[config.mk]
export PLATFORM = sky130hd
export DESIGN_NAME = vga_timing_gen_flat
export DESIGN_NICKNAME = d
export VERILOG_FILES = /design/src/rtl/vga_timing_gen_if.sv /design/src/rtl/vga_timing_gen.sv /design/src/flat_wrapper.sv
export SDC_FILE = /design/constraint.sdc
export NUM_CORES = 1
export LEC_CHECK = 0
export ABC_AREA = 1
export CAP_MARGIN = 5
export CORE_MARGIN = 8
export CORE_UTILIZATION = 51
export CTS_BUF_LIST = sky130_fd_sc_hd__clkbuf_8
export DETAILED_ROUTE_END_ITERATION = 12
export PLACE_DENSITY = 0.77
export SYNTH_ARGS = -nofsm -noshare
export SYNTH_HDL_FRONTEND = slang
export SYNTH_SLANG_ARGS = --single-unit
export TNS_END_PERCENT = 50
[constraint.sdc]
create_clock -name clk_i -period 4.9 [get_ports clk_i]
set_input_delay 0.98 -clock clk_i [delete_from_list [all_inputs] [get_ports clk_i]]
set_output_delay 0.98 -clock clk_i [all_outputs]
set_load 0.02 [all_outputs]
[src/rtl/vga_timing_gen_if.sv]
// ---------------------------------------------------------------------------
// vga_timing_gen_if
// Raster timing bundle produced by vga_timing_gen and consumed by the
// screensaver pixel path.
//   pixel_en_o     1   one clk_i pulse on the last cycle of each pixel period
//   hsync_o        1   horizontal sync (polarity set by the generator)
//   vsync_o        1   vertical sync (polarity set by the generator)
//   visible_o      1   current position lies inside the active area
//   position_x_o   10  raw horizontal counter
//   position_y_o   10  raw vertical counter
//   frame_start_o  1   pixel_en_o during pixel (0,0)
// master: the timing generator drives every signal.
// slave:  the downstream consumer samples every signal.
// ---------------------------------------------------------------------------
interface vga_timing_gen_if;
  logic       pixel_en_o;
  logic       hsync_o;
  logic       vsync_o;
  logic       visible_o;
  logic [9:0] position_x_o;
  logic [9:0] position_y_o;
  logic       frame_start_o;

  modport master (
    output pixel_en_o, hsync_o, vsync_o, visible_o,
           position_x_o, position_y_o, frame_start_o
  );

  modport slave (
    input pixel_en_o, hsync_o, vsync_o, visible_o,
          position_x_o, position_y_o, frame_start_o
  );
endinterface

[src/rtl/vga_timing_gen.sv]
// ---------------------------------------------------------------------------
// vga_timing_gen
// VGA raster timing generator (640x480@60 by default) running from the system
// clock with a pixel-enable divider instead of a derived pixel clock.
//   clk_i   in   system clock
//   rst_ni  in   asynchronous active-low reset
//   vga     vga_timing_gen_if.master  pixel enable, syncs, visible flag,
//           raw x/y position and frame start pulse
// All outputs come straight from flops. The next counter values are decoded
// and registered together with the counters, so syncs and visible change on
// the same edge as the position they describe.
// ---------------------------------------------------------------------------
module vga_timing_gen #(
  parameter int unsigned CLK_DIV      = 4,
  parameter int unsigned H_VISIBLE    = 640,
  parameter int unsigned H_FRONT      = 16,
  parameter int unsigned H_SYNC       = 96,
  parameter int unsigned H_BACK       = 48,
  parameter int unsigned V_VISIBLE    = 480,
  parameter int unsigned V_FRONT      = 10,
  parameter int unsigned V_SYNC       = 2,
  parameter int unsigned V_BACK       = 33,
  parameter bit          SYNC_ACT_LOW = 1'b1
) (
  input  logic             clk_i,
  input  logic             rst_ni,
  vga_timing_gen_if.master vga
);

  localparam int unsigned H_TOTAL = H_VISIBLE + H_FRONT + H_SYNC + H_BACK;
  localparam int unsigned V_TOTAL = V_VISIBLE + V_FRONT + V_SYNC + V_BACK;

  // Boundaries are kept one bit wider than the counters so that a sync end
  // sitting exactly at 1024 still compares correctly.
  localparam logic [10:0] H_VIS_END  = 11'(H_VISIBLE);
  localparam logic [10:0] HS_START   = 11'(H_VISIBLE + H_FRONT);
  localparam logic [10:0] HS_END     = 11'(H_VISIBLE + H_FRONT + H_SYNC);
  localparam logic [10:0] V_VIS_END  = 11'(V_VISIBLE);
  localparam logic [10:0] VS_START   = 11'(V_VISIBLE + V_FRONT);
  localparam logic [10:0] VS_END     = 11'(V_VISIBLE + V_FRONT + V_SYNC);
  localparam logic [9:0]  H_LAST     = 10'(H_TOTAL - 1);
  localparam logic [9:0]  V_LAST     = 10'(V_TOTAL - 1);
  localparam logic        SYNC_ON    = SYNC_ACT_LOW ? 1'b0 : 1'b1;
  localparam logic        SYNC_OFF   = ~SYNC_ON;
  localparam logic        RST_PIX_EN = (CLK_DIV == 1) ? 1'b1 : 1'b0;

  // Illegal parameter sets are rejected while the design elaborates.
  if (CLK_DIV == 0) begin : g_bad_div
    $error("vga_timing_gen: CLK_DIV must be at least 1");
  end
  if (H_TOTAL > 1024 || V_TOTAL > 1024) begin : g_bad_total
    $error("vga_timing_gen: H_TOTAL and V_TOTAL must not exceed 1024");
  end

  logic       pixel_en_q;
  logic       pixel_en_d;
  logic [9:0] h_cnt;
  logic [9:0] v_cnt;
  logic [9:0] h_d;
  logic [9:0] v_d;
  logic       hsync_q;
  logic       vsync_q;
  logic       visible_q;
  logic       frame_start_q;
  logic       hsync_d;
  logic       vsync_d;
  logic       visible_d;
  logic       frame_start_d;

  // Pixel-enable divider. The enable is registered from the next divider
  // value so it is high during the last clk_i of every pixel period. With
  // CLK_DIV of 1 every clk_i is a pixel and no divider state exists.
  if (CLK_DIV > 1) begin : g_div
    localparam int unsigned       DIV_W    = $clog2(CLK_DIV);
    localparam logic [DIV_W-1:0]  DIV_LAST = DIV_W'(CLK_DIV - 1);

    logic [DIV_W-1:0] div_cnt;
    logic [DIV_W-1:0] div_d;

    assign div_d      = (div_cnt == DIV_LAST) ? '0 : div_cnt + 1'b1;
    assign pixel_en_d = (div_d == DIV_LAST);

    // Free-running divider, cleared by reset so the raster phase is fixed.
    always_ff @(posedge clk_i or negedge rst_ni) begin
      if (!rst_ni) begin
        div_cnt <= '0;
      end else begin
        div_cnt <= div_d;
      end
    end
  end else begin : g_no_div
    assign pixel_en_d = 1'b1;
  end

  // Next raster position: the counters only move on edges where the current
  // cycle is the last one of a pixel period; h wraps at the line end and
  // carries into v, which wraps at the frame end.
  always_comb begin
    h_d = h_cnt;
    v_d = v_cnt;
    if (pixel_en_q) begin
      if (h_cnt == H_LAST) begin
        h_d = '0;
        v_d = (v_cnt == V_LAST) ? '0 : v_cnt + 10'd1;
      end else begin
        h_d = h_cnt + 10'd1;
      end
    end
  end

  // Flags for the next position, decoded here so they can be registered on
  // the same edge as the counters themselves.
  always_comb begin
    hsync_d       = ({1'b0, h_d} >= HS_START && {1'b0, h_d} < HS_END) ? SYNC_ON : SYNC_OFF;
    vsync_d       = ({1'b0, v_d} >= VS_START && {1'b0, v_d} < VS_END) ? SYNC_ON : SYNC_OFF;
    visible_d     = ({1'b0, h_d} < H_VIS_END) && ({1'b0, v_d} < V_VIS_END);
    frame_start_d = pixel_en_d && (h_d == '0) && (v_d == '0);
  end

  // Counters and every output flag share one register stage. Reset puts the
  // raster back at (0,0) with syncs inactive and no frame start pending.
  always_ff @(posedge clk_i or negedge rst_ni) begin
    if (!rst_ni) begin
      pixel_en_q    <= RST_PIX_EN;
      h_cnt         <= '0;
      v_cnt         <= '0;
      hsync_q       <= SYNC_OFF;
      vsync_q       <= SYNC_OFF;
      visible_q     <= 1'b1;
      frame_start_q <= 1'b0;
    end else begin
      pixel_en_q    <= pixel_en_d;
      h_cnt         <= h_d;
      v_cnt         <= v_d;
      hsync_q       <= hsync_d;
      vsync_q       <= vsync_d;
      visible_q     <= visible_d;
      frame_start_q <= frame_start_d;
    end
  end

  assign vga.pixel_en_o    = pixel_en_q;
  assign vga.hsync_o       = hsync_q;
  assign vga.vsync_o       = vsync_q;
  assign vga.visible_o     = visible_q;
  assign vga.position_x_o  = h_cnt;
  assign vga.position_y_o  = v_cnt;
  assign vga.frame_start_o = frame_start_q;

endmodule

[src/flat_wrapper.sv]
// flat-port wrapper written by rule: the top's interface ports become plain ports
module vga_timing_gen_flat 
#(
  parameter int unsigned CLK_DIV      = 4,
  parameter int unsigned H_VISIBLE    = 640,
  parameter int unsigned H_FRONT      = 16,
  parameter int unsigned H_SYNC       = 96,
  parameter int unsigned H_BACK       = 48,
  parameter int unsigned V_VISIBLE    = 480,
  parameter int unsigned V_FRONT      = 10,
  parameter int unsigned V_SYNC       = 2,
  parameter int unsigned V_BACK       = 33,
  parameter bit          SYNC_ACT_LOW = 1'b1
)
  (clk_i, rst_ni, vga_pixel_en_o, vga_hsync_o, vga_vsync_o, vga_visible_o, vga_position_x_o, vga_position_y_o, vga_frame_start_o);
  vga_timing_gen_if vga_i ();
  input  logic clk_i;
  input  logic rst_ni;
  output wire logic [$bits(vga_i.pixel_en_o)-1:0] vga_pixel_en_o;
  output wire logic [$bits(vga_i.hsync_o)-1:0] vga_hsync_o;
  output wire logic [$bits(vga_i.vsync_o)-1:0] vga_vsync_o;
  output wire logic [$bits(vga_i.visible_o)-1:0] vga_visible_o;
  output wire logic [$bits(vga_i.position_x_o)-1:0] vga_position_x_o;
  output wire logic [$bits(vga_i.position_y_o)-1:0] vga_position_y_o;
  output wire logic [$bits(vga_i.frame_start_o)-1:0] vga_frame_start_o;
  assign vga_pixel_en_o = vga_i.pixel_en_o;
  assign vga_hsync_o = vga_i.hsync_o;
  assign vga_vsync_o = vga_i.vsync_o;
  assign vga_visible_o = vga_i.visible_o;
  assign vga_position_x_o = vga_i.position_x_o;
  assign vga_position_y_o = vga_i.position_y_o;
  assign vga_frame_start_o = vga_i.frame_start_o;
  vga_timing_gen #(.CLK_DIV(CLK_DIV), .H_VISIBLE(H_VISIBLE), .H_FRONT(H_FRONT), .H_SYNC(H_SYNC), .H_BACK(H_BACK), .V_VISIBLE(V_VISIBLE), .V_FRONT(V_FRONT), .V_SYNC(V_SYNC), .V_BACK(V_BACK), .SYNC_ACT_LOW(SYNC_ACT_LOW)) u_core (.clk_i(clk_i), .rst_ni(rst_ni), .vga(vga_i));
endmodule
* Yosys cells after proc, flatten, opt, wreduce, memory -nomap -nowiden *
Cells that the tools add are included.

storage, ports and cells
  register bits after elaboration = 27
  latch bits = 0
  memory bits (writable) = 0
  bits in read-only memories = 0
  input port bits = 2
  memories = 0

cells by class
  $add $sub $neg = 3
  multipliers = 0
  divide/modulo/power cells = 0
  order comparisons = 6
  eq/ne operators = 4
  shift operators = 0
  multiplexer cells = 8
  bitwise gates (word level) = 0
  reductions and logical operators = 7

operators by type and width
  cell                     count
  $mux W10                 5
  $add A10 B1 Y10 const B  2
  $eq A10 B10 Y1 const B   2
  $logic_not A10 Y1        2
  $lt A10 B10 Y1 const B   2
  $lt A10 B9 Y1 const B    2
  $ge A10 B10 Y1 const B   1
  $ge A10 B9 Y1 const B    1
  $logic_and A1 B1 Y1      5
  $eq A2 B2 Y1 const B     2
  $add A2 B1 Y2 const B    1
  $mux W1                  2
  $mux W2                  1

* Depth between registers and ports, before layout *
Gate-level depths: netlist (run 1).

  word-level depth = 7
  gate-level depth with buffers = 13

* Least setup slack after synthesis (run 1) *
No wires, ideal clock.

  path type = register -> register
  start = register u_core.h_cnt[0] (netlist: u_core.vga.position_x_o[0])
  end = register u_core.vsync_q (netlist: u_core.vga.vsync_o)
  library setup time = 0.084 ns
  data arrival time = 1.726 ns
  required time = 4.816 ns
  path slack = 3.090 ns
  stages on the path, launching flop included = 14
  buffers on the path = 1
  cell sequence = dfrtp_1 > ha_1 > nand2_2 > nor2_8 > nand3_4 > nor2_4 > buf_6 > nand2_1 > nand2_1 > nand2_1 > nor2_1 > nand3_1 > inv_1 > nand3_1

on the way
  word-level cells in the longest chain between the ends = 6
  elaborated cells on any way between the ends = 7

ends and longest elaborated chain
  what                                            line                   RTL
  start: declaration                              vga_timing_gen.sv:57   logic [9:0] h_cnt;
  start signal: assignment                        vga_timing_gen.sv:125  h_cnt <= '0;
  start signal: assignment                        vga_timing_gen.sv:133  h_cnt <= h_d;
  $eq A10 B10 Y1 *                                vga_timing_gen.sv:102  if (h_cnt == H_LAST) begin
  $mux W10 *                                      vga_timing_gen.sv:102
  $mux W10 *                                      vga_timing_gen.sv:101  if (pixel_en_q) begin
  $ge A10 B9 Y1 or $lt A10 B9 Y1 (tied branches)  vga_timing_gen.sv:115  vsync_d = ({1'b0, v_d} >= VS_START && {1'b0, v_d} < VS_END) ? SYNC_ON : SYNC_OFF;
  $logic_and A1 B1 Y1 *                           vga_timing_gen.sv:115
  $mux W1 *                                       vga_timing_gen.sv:115
  net u_core.vsync_d                              vga_timing_gen.sv:66   logic vsync_d;
  end signal: assignment                          vga_timing_gen.sv:136  vsync_q <= vsync_d;
  end: declaration                                vga_timing_gen.sv:62   logic vsync_q;

Mark *: on every way through the listed nets, which the timed path passes. The rest lies on a longest branch.

* Worst setup path in the final report (run 1) *
  start = register u_core.pixel_en_q (netlist: u_core.vga.pixel_en_o)
  end = output vga_pixel_en_o

RTL lines
  what                      line                   RTL
  start: declaration        vga_timing_gen.sv:55   logic pixel_en_q;
  start signal: assignment  vga_timing_gen.sv:132  pixel_en_q <= pixel_en_d;
  end: declaration          flat_wrapper.sv:19     output wire logic [$bits(vga_i.pixel_en_o)-1:0] vga_pixel_en_o;

No word-level cell between the ends.

==> results by group, run 1 <==
CTS
  – CTS H-tree lvls: 1
  – Number of buffers added to fix hold violations after cts: 0
  – Root cell of the clock tree: sky130_fd_sc_hd__clkbuf_8
  – Number of buffers created by CTS: 3
  – Longest Clk Path Bufs: 2
  – Worst-Skew Late Latency: 0.26 ns
  – Clock input transition at the sequential cells of the worst setup and hold paths: 0.09 ns
  – TritonCTS clock tree: built
  – CTS-repair resized insts: 0
  – Buffer count from post-CTS setup fixing: 0
  – TritonCTS sink count: 27

Setup path
  – Peak per-stage delay on the critical path: 0.67 ns
  – Family with the most delay on the worst path: buffers and inverters
  – Critical path cell sequence: clkdlybuf4s50_1
  – Worst path arrival time: 1.46 ns
  – Number of buffers and inverters on the critical path: 1
  – Critical Path Slowest Stage Cell: sky130_fd_sc_hd__clkdlybuf4s50_1
  – Critical path capture point type: output pin
  – Worst-path maximum fanout: 10
  – Required @ worst endpoint: 3.92 ns
  – Crit start category: flip-flop
  – Worst Path Class, Setup: flip-flop to output pin

Run
  – Max-Cap Viols: 0

Yosys
  – Asr flop ratio synth: 100%
  – Total of flip-flops plus latches after synthesis: 27
  – Syn avg cell area: 7.13 um2
  – Post-synthesis cell count: 226
  – Number of different library cells in the post-synthesis netlist: 24
  – Post-Syn Nets: 233
  – Most used DFF post-synth: sky130_fd_sc_hd__dfrtp_1
  – Area of the mapped netlist: 1610 um2
  – Share of the yosys chip area belonging to registers: 42.2%
  – Number of enable flip-flop cells after synthesis: 0
  – Yosys warning count: 0

Cells and area
  – Fin nets: 263
  – Commonest cells after routing, fill and taps aside: 67 x sky130_fd_sc_hd__nand2_1, 45 x sky130_fd_sc_hd__inv_1, 27 x sky130_fd_sc_hd__nor2_1, 26 x sky130_fd_sc_hd__clkdlybuf4s50_1, 25 x sky130_fd_sc_hd__nand3_1
  – Fraction of final layout cells with drive strength greater than 1: 7.06%
  – Number of filler instances in the final layout: 273
  – Commonest non-fill, non-tap cell in the layout: sky130_fd_sc_hd__nand2_1
  – Area growth from synthesis to layout: 21.9%
  – Fin util: 64.8%
  – Antenna diode count: 0

Power
  – Static Leak: 1.12 nW
  – Highest ir drop seen on vdd: 0.000117 V
  – Power density of the placed cells: 178 nW/um2
  – Tot Pwr: 350 uW

Floorplanning
  – Initial Util: 53.2%
  – Count of standard-cell rows: 20
  – Top-Level Pins: 27
  – Area of the core: 3030 um2
  – Width of the die: 72.2 um
  – Vertical die dimension: 72.2 um
  – Area of the die: 5210 um2

Timing
  – Worst hold slack after final layout: 0.450 ns
  – Post-layout worst setup margin: 2.46 ns
  – Final setup violation count: 0
  – Setup repair after global routing missed its margin: false
  – Fin. max-slew vios: 0
  – Crit share post-route: 49.9%
  – Maximum frequency from static timing analysis: 409 MHz
  – Transition time at the pin with the least slew margin: 0.333 ns
  – Final Hold Fails: 0
  – Max_slew headroom: 77.8%
  – Clock period minus worst slack: 2.44 ns
  – Final worst clock skew: 0.00283 ns
  – Setup TNS: 0 ns

Global routing
  – Wire length of the first global-routing pass: 5680 um
  – Global-route congestion overflow total: 0
  – Largest net degree at the start of global routing: 28
  – Vias in the first global route: 1327
  – Number of antenna violations at the first check in global routing: 0
  – Total routing resource utilization after global routing: 13.3%

Detailed routing
  – Vias per cell: 4.84
  – Vias post-DR: 1446
  – Number of design rule violations left after detail routing: 0
  – Wire length after detailed routing: 3400 um
  – Drt first pass iters: 4
  – Post-route antenna net violation count: 0
  – Post-DR wirelength/cell: 11.4 um
  – Drt first-iter violations: 67

Place
  – Global placement routability congestion: 0.866
  – HPWL after detailed placement: 2700 um
  – Count of buffers from port buffering: 26
  – Worst slack at placement: 2.76 ns

Run status
  – Result of the run: completed

Min path
  – Hold WC Path Type: flip-flop to flip-flop
[synthesized netlist by cell type (2+ instances only)]
library cell	n	area (um2)
sky130_fd_sc_hd__nand2_1	67	251
sky130_fd_sc_hd__inv_1	45	169
sky130_fd_sc_hd__nor2_1	27	101
sky130_fd_sc_hd__nand3_1	25	125
sky130_fd_sc_hd__dfrtp_1	24	601
sky130_fd_sc_hd__ha_1	5	62.6
sky130_fd_sc_hd__nand4_1	4	25.0
sky130_fd_sc_hd__o21ai_0	4	20.0
sky130_fd_sc_hd__dfstp_2	3	78.8
sky130_fd_sc_hd__nor3_1	3	15.0
sky130_fd_sc_hd__xor2_1	3	26.3
sky130_fd_sc_hd__inv_2	2	7.51
sky130_fd_sc_hd__nand2_2	2	12.5
sky130_fd_sc_hd__o21bai_1	2	15.0
[sequential cells by signal, summed over array words and instances (netlist names)]
signal	count
u_core.vga.frame_start_o	1
u_core.vga.pixel_en_o	1
u_core.vga.hsync_o	1
u_core.vga.visible_o	1
u_core.g_div.div_cnt	2
u_core.vga.vsync_o	1
u_core.vga.position_x_o	10
u_core.vga.position_y_o	10
[routing by layer]
metal,track usage [%],wire length (um)
met1,17.2,1610
met4,5.22,47
met2,21.6,1600
met3,2.20,142
met5,0,0
[path summary, 6_finish.rpt]
kind,start,to,slack [ns],cells past startpoint
worst min register to register,u_core.g_div.div_cnt[0]$_DFF_PN0_,u_core.g_div.div_cnt[0]$_DFF_PN0_,0.45,1
worst min-delay path,u_core.g_div.div_cnt[0]$_DFF_PN0_,u_core.g_div.div_cnt[0]$_DFF_PN0_,0.45,1
max in group asynchronous,rst_ni,u_core.vga.visible_o$_DFF_PN1_,3.53,2
min in group asynchronous,rst_ni,u_core.vga.position_y_o[5]$_DFF_PN0_,1.07,2
worst max register to register,u_core.vga.position_x_o[0]$_DFF_PN0_,u_core.vga.frame_start_o$_DFF_PN0_,2.90,11
worst max-delay path,u_core.vga.pixel_en_o$_DFF_PN0_,vga_pixel_en_o,2.46,1
[stage by stage]
stage / std cells / area [um2]
after floorplan: 226 / 1610
after global placement: 295 / 1920
after detailed placement: 295 / 1920
after CTS: 299 / 1960
after global routing: 299 / 1960
final: 299 / 1960
[cell type report]
class	count	area, um2	area share [%]
Tap cell	44	55.1	2.80
Inverter	47	176	8.99
Sequential cell	27	679	34.6
Clock buffer	3	41.3	2.10
Clock inverter	1	5.00	0.255
Multi-Input combinational cell	150	738	37.6
Timing Repair Buffer	27	268	13.6
[cells by family after synthesis]
kind of cell    after synthesis  synth area share (%)
fa+ha+maj                     5                  3.89
xor+xnor                      3                  1.63
simple gates                134                  37.4
flops                        27                  42.2
buf+inv                      49                  12.0
compound gates                8                  2.95
[power breakdown]
group / internal (mW) / switching, mW / leakage (nW)
Sequential: 0.223 / 0 / 0.353
Clock: 0.0568 / 0.0653 / 0.0255
Combinational: 0.00122 / 0.00411 / 0.743
Power figures use the tool's default switching activity.
==> inputs of run 2 (changes only) <==
==> constraint.sdc (replaced) <==
create_clock -name clk_i -period 2.51 [get_ports clk_i]
set_input_delay 0.502 -clock clk_i [delete_from_list [all_inputs] [get_ports clk_i]]
set_output_delay 0.502 -clock clk_i [all_outputs]
set_load 0.02 [all_outputs]
==> run 2 against run 1 <==
Clock skew up 0.0058 ns. Clock power up 98%. Die area unchanged. Critical path depth unchanged. Non-clock buffer count unchanged. Sequential cell count unchanged. Global-route usage up 1.3 points. Count of clock-buffer cells in the layout unchanged. Sequential power up 95%. Highest routed layer unchanged.
==> results by group, run 2 (synthesis results as in run 1) <==
Run status
  – Result of the run: completed

Floorplanning
  – Area of the die: 5210 um2 (unchanged)
  – Initial Util: 53.2% (unchanged)
  – Vertical die dimension: 72.2 um (unchanged)
  – Area of the core: 3030 um2 (unchanged)
  – Top-Level Pins: 27 (unchanged)
  – Count of standard-cell rows: 20 (unchanged)
  – Width of the die: 72.2 um (unchanged)

Setup path
  – Crit start category: flip-flop
  – Worst Path Class, Setup: flip-flop to output pin
  – Critical Path Slowest Stage Cell: sky130_fd_sc_hd__clkdlybuf4s50_1
  – Number of buffers and inverters on the critical path: 1 (unchanged)
  – Peak per-stage delay on the critical path: 0.67 ns (about the same)
  – Critical path cell sequence: clkdlybuf4s50_1
  – Worst path arrival time: 1.48 ns (+0.02 ns)
  – Critical path capture point type: output pin
  – Required @ worst endpoint: 2.01 ns (-1.91 ns)
  – Family with the most delay on the worst path: buffers and inverters
  – Worst-path maximum fanout: 10 (unchanged)

Global routing
  – Vias in the first global route: 1389 (+4.7%)
  – Number of antenna violations at the first check in global routing: 0 (unchanged)
  – Largest net degree at the start of global routing: 28 (unchanged)
  – Total routing resource utilization after global routing: 14.6% (+1.3 points)
  – Global-route congestion overflow total: 0 (unchanged)
  – Wire length of the first global-routing pass: 6220 um (+9.5%)

Detailed routing
  – Vias post-DR: 1453 (+0.48%)
  – Post-DR wirelength/cell: 12.1 um (+6.5%)
  – Post-route antenna net violation count: 0 (unchanged)
  – Wire length after detailed routing: 3620 um (+6.5%)
  – Number of design rule violations left after detail routing: 0 (unchanged)
  – Drt first-iter violations: 82 (+22%)
  – Drt first pass iters: 5 (+1)
  – Vias per cell: 4.86 (+0.48%)

Timing
  – Clock period minus worst slack: 1.98 ns
  – Max_slew headroom: 77.4% (-0.47 points)
  – Setup repair after global routing missed its margin: false
  – Worst hold slack after final layout: 0.452 ns (+0.00148 ns)
  – Final Hold Fails: 0 (unchanged)
  – Post-layout worst setup margin: 0.532 ns (-1.92 ns)
  – Fin. max-slew vios: 0 (unchanged)
  – Crit share post-route: 78.8%
  – Maximum frequency from static timing analysis: 506 MHz
  – Final setup violation count: 0 (unchanged)
  – Transition time at the pin with the least slew margin: 0.340 ns (+0.00698 ns)
  – Final worst clock skew: 0.00866 ns (+0.00583 ns)
  – Setup TNS: 0 ns (unchanged)

Place
  – Cell area after placement: 1920 um2 (unchanged)
  – Count of buffers from port buffering: 26 (unchanged)
  – Global placement routability congestion: 0.874 (+0.89%)
  – Worst slack at placement: 0.571 ns (-2.19 ns)
  – HPWL after detailed placement: 2870 um (+6.5%)
  – Placed Cells incl. Taps: 295 (unchanged)

CTS
  – Longest Clk Path Bufs: 2 (unchanged)
  – Buffer count from post-CTS setup fixing: 0 (unchanged)
  – CTS-repair resized insts: 0 (unchanged)
  – Worst-Skew Late Latency: 0.27 ns (about the same)
  – TritonCTS sink count: 27 (unchanged)
  – Clock input transition at the sequential cells of the worst setup and hold paths: 0.08 ns (about the same)
  – CTS H-tree lvls: 1 (unchanged)
  – TritonCTS clock tree: built
  – Number of buffers added to fix hold violations after cts: 0 (unchanged)
  – Root cell of the clock tree: sky130_fd_sc_hd__clkbuf_8
  – Number of buffers created by CTS: 3 (unchanged)

Power
  – Highest ir drop seen on vdd: 0.000195 V (+67%)
  – Clock network fraction of design power: 35.2% (+0.3 points)
  – Proportion of total power due to net switching: 20.2% (+0.42 points)
  – Total net switching power: 139 uW (+100%)
  – Reg power frac: 63.3% (-0.3 points)
  – Internal Dissipation: 548 uW (+95%)
  – Gate power share: 1.5% (about the same)
  – Static Leak: 1.12 nW (unchanged)
  – Power density of the placed cells: 350 nW/um2 (+96%)

Min path
  – Hold WC Path Type: flip-flop to flip-flop

Cells and area
  – Number of filler instances in the final layout: 280 (+2.6%)
  – Fin nets: 263 (unchanged)
  – Antenna diode count: 0 (unchanged)
  – Final design instance area without fill: 1960 um2 (unchanged)
  – Area growth from synthesis to layout: 21.9% (unchanged)
  – Commonest non-fill, non-tap cell in the layout: sky130_fd_sc_hd__nand2_1
  – Fraction of final layout cells with drive strength greater than 1: 7.06% (unchanged)
  – Fin cells: 299 (unchanged)
  – Commonest cells after routing, fill and taps aside: 67 x sky130_fd_sc_hd__nand2_1, 45 x sky130_fd_sc_hd__inv_1, 27 x sky130_fd_sc_hd__nor2_1, 26 x sky130_fd_sc_hd__clkdlybuf4s50_1, 25 x sky130_fd_sc_hd__nand3_1

Run
  – Max-Cap Viols: 0 (unchanged)
[run 2: path summary, 6_finish.rpt]
path                            slack, ns                                    to  cells past startpoint                                  from
worst max-delay path                 0.53                        vga_pixel_en_o                      1       u_core.vga.pixel_en_o$_DFF_PN0_
worst min-delay path                 0.45     u_core.g_div.div_cnt[0]$_DFF_PN0_                      1     u_core.g_div.div_cnt[0]$_DFF_PN0_
worst max register to register       0.56    u_core.vga.frame_start_o$_DFF_PN0_                     11  u_core.vga.position_x_o[0]$_DFF_PN0_
worst min register to register       0.45     u_core.g_div.div_cnt[0]$_DFF_PN0_                      1     u_core.g_div.div_cnt[0]$_DFF_PN0_
max in group asynchronous            1.62          u_core.vga.hsync_o$_DFF_PN1_                      2                                rst_ni
min in group asynchronous            0.59  u_core.vga.position_y_o[5]$_DFF_PN0_                      2                                rst_ni
[run 2: layer usage]
| layer | up-vias | track usage, % | share of wire (%) |
|---|---|---|---|
| met3 | 6 | 2.48 | 5.4 |
| met4 | 0 | 5.44 | 1.4 |
| met5 | - | 0 | 0 |
| met1 | 656 | 18.1 | 45 |
| met2 | 47 | 24.7 | 48 |
| li1 | 744 | - | - |
[run 2: cell type report]
class	instances	area, um2	area share (%)
well taps	44	55.1	2.80
clock buffers	3	41.3	2.10
flip-flops and latches	27	679	34.6
multi-input cells	150	738	37.6
inverters	47	176	8.99
clock inverters	1	5.00	0.255
repair buffers	27	268	13.6
[run 2: per-stage QoR]
step / power, mW / utilization (%)
floorplan: 0.443 / -
global placement: 0.455 / 63.3
detailed placement: 0.455 / 63.3
CTS: 0.698 / 64.8
global route: 0.719 / 64.8
finish: 0.687 / 64.8
[run 2: power by group through the flow]
stage / registers (mW) / logic (mW) / clock network, mW
floorplan: 0.443 / 0.000000657 / 0
global placement: 0.443 / 0.0113 / 0
detailed placement: 0.443 / 0.0115 / 0
CTS: 0.435 / 0.0115 / 0.251
global route: 0.435 / 0.0128 / 0.271
finish: 0.435 / 0.0105 / 0.242
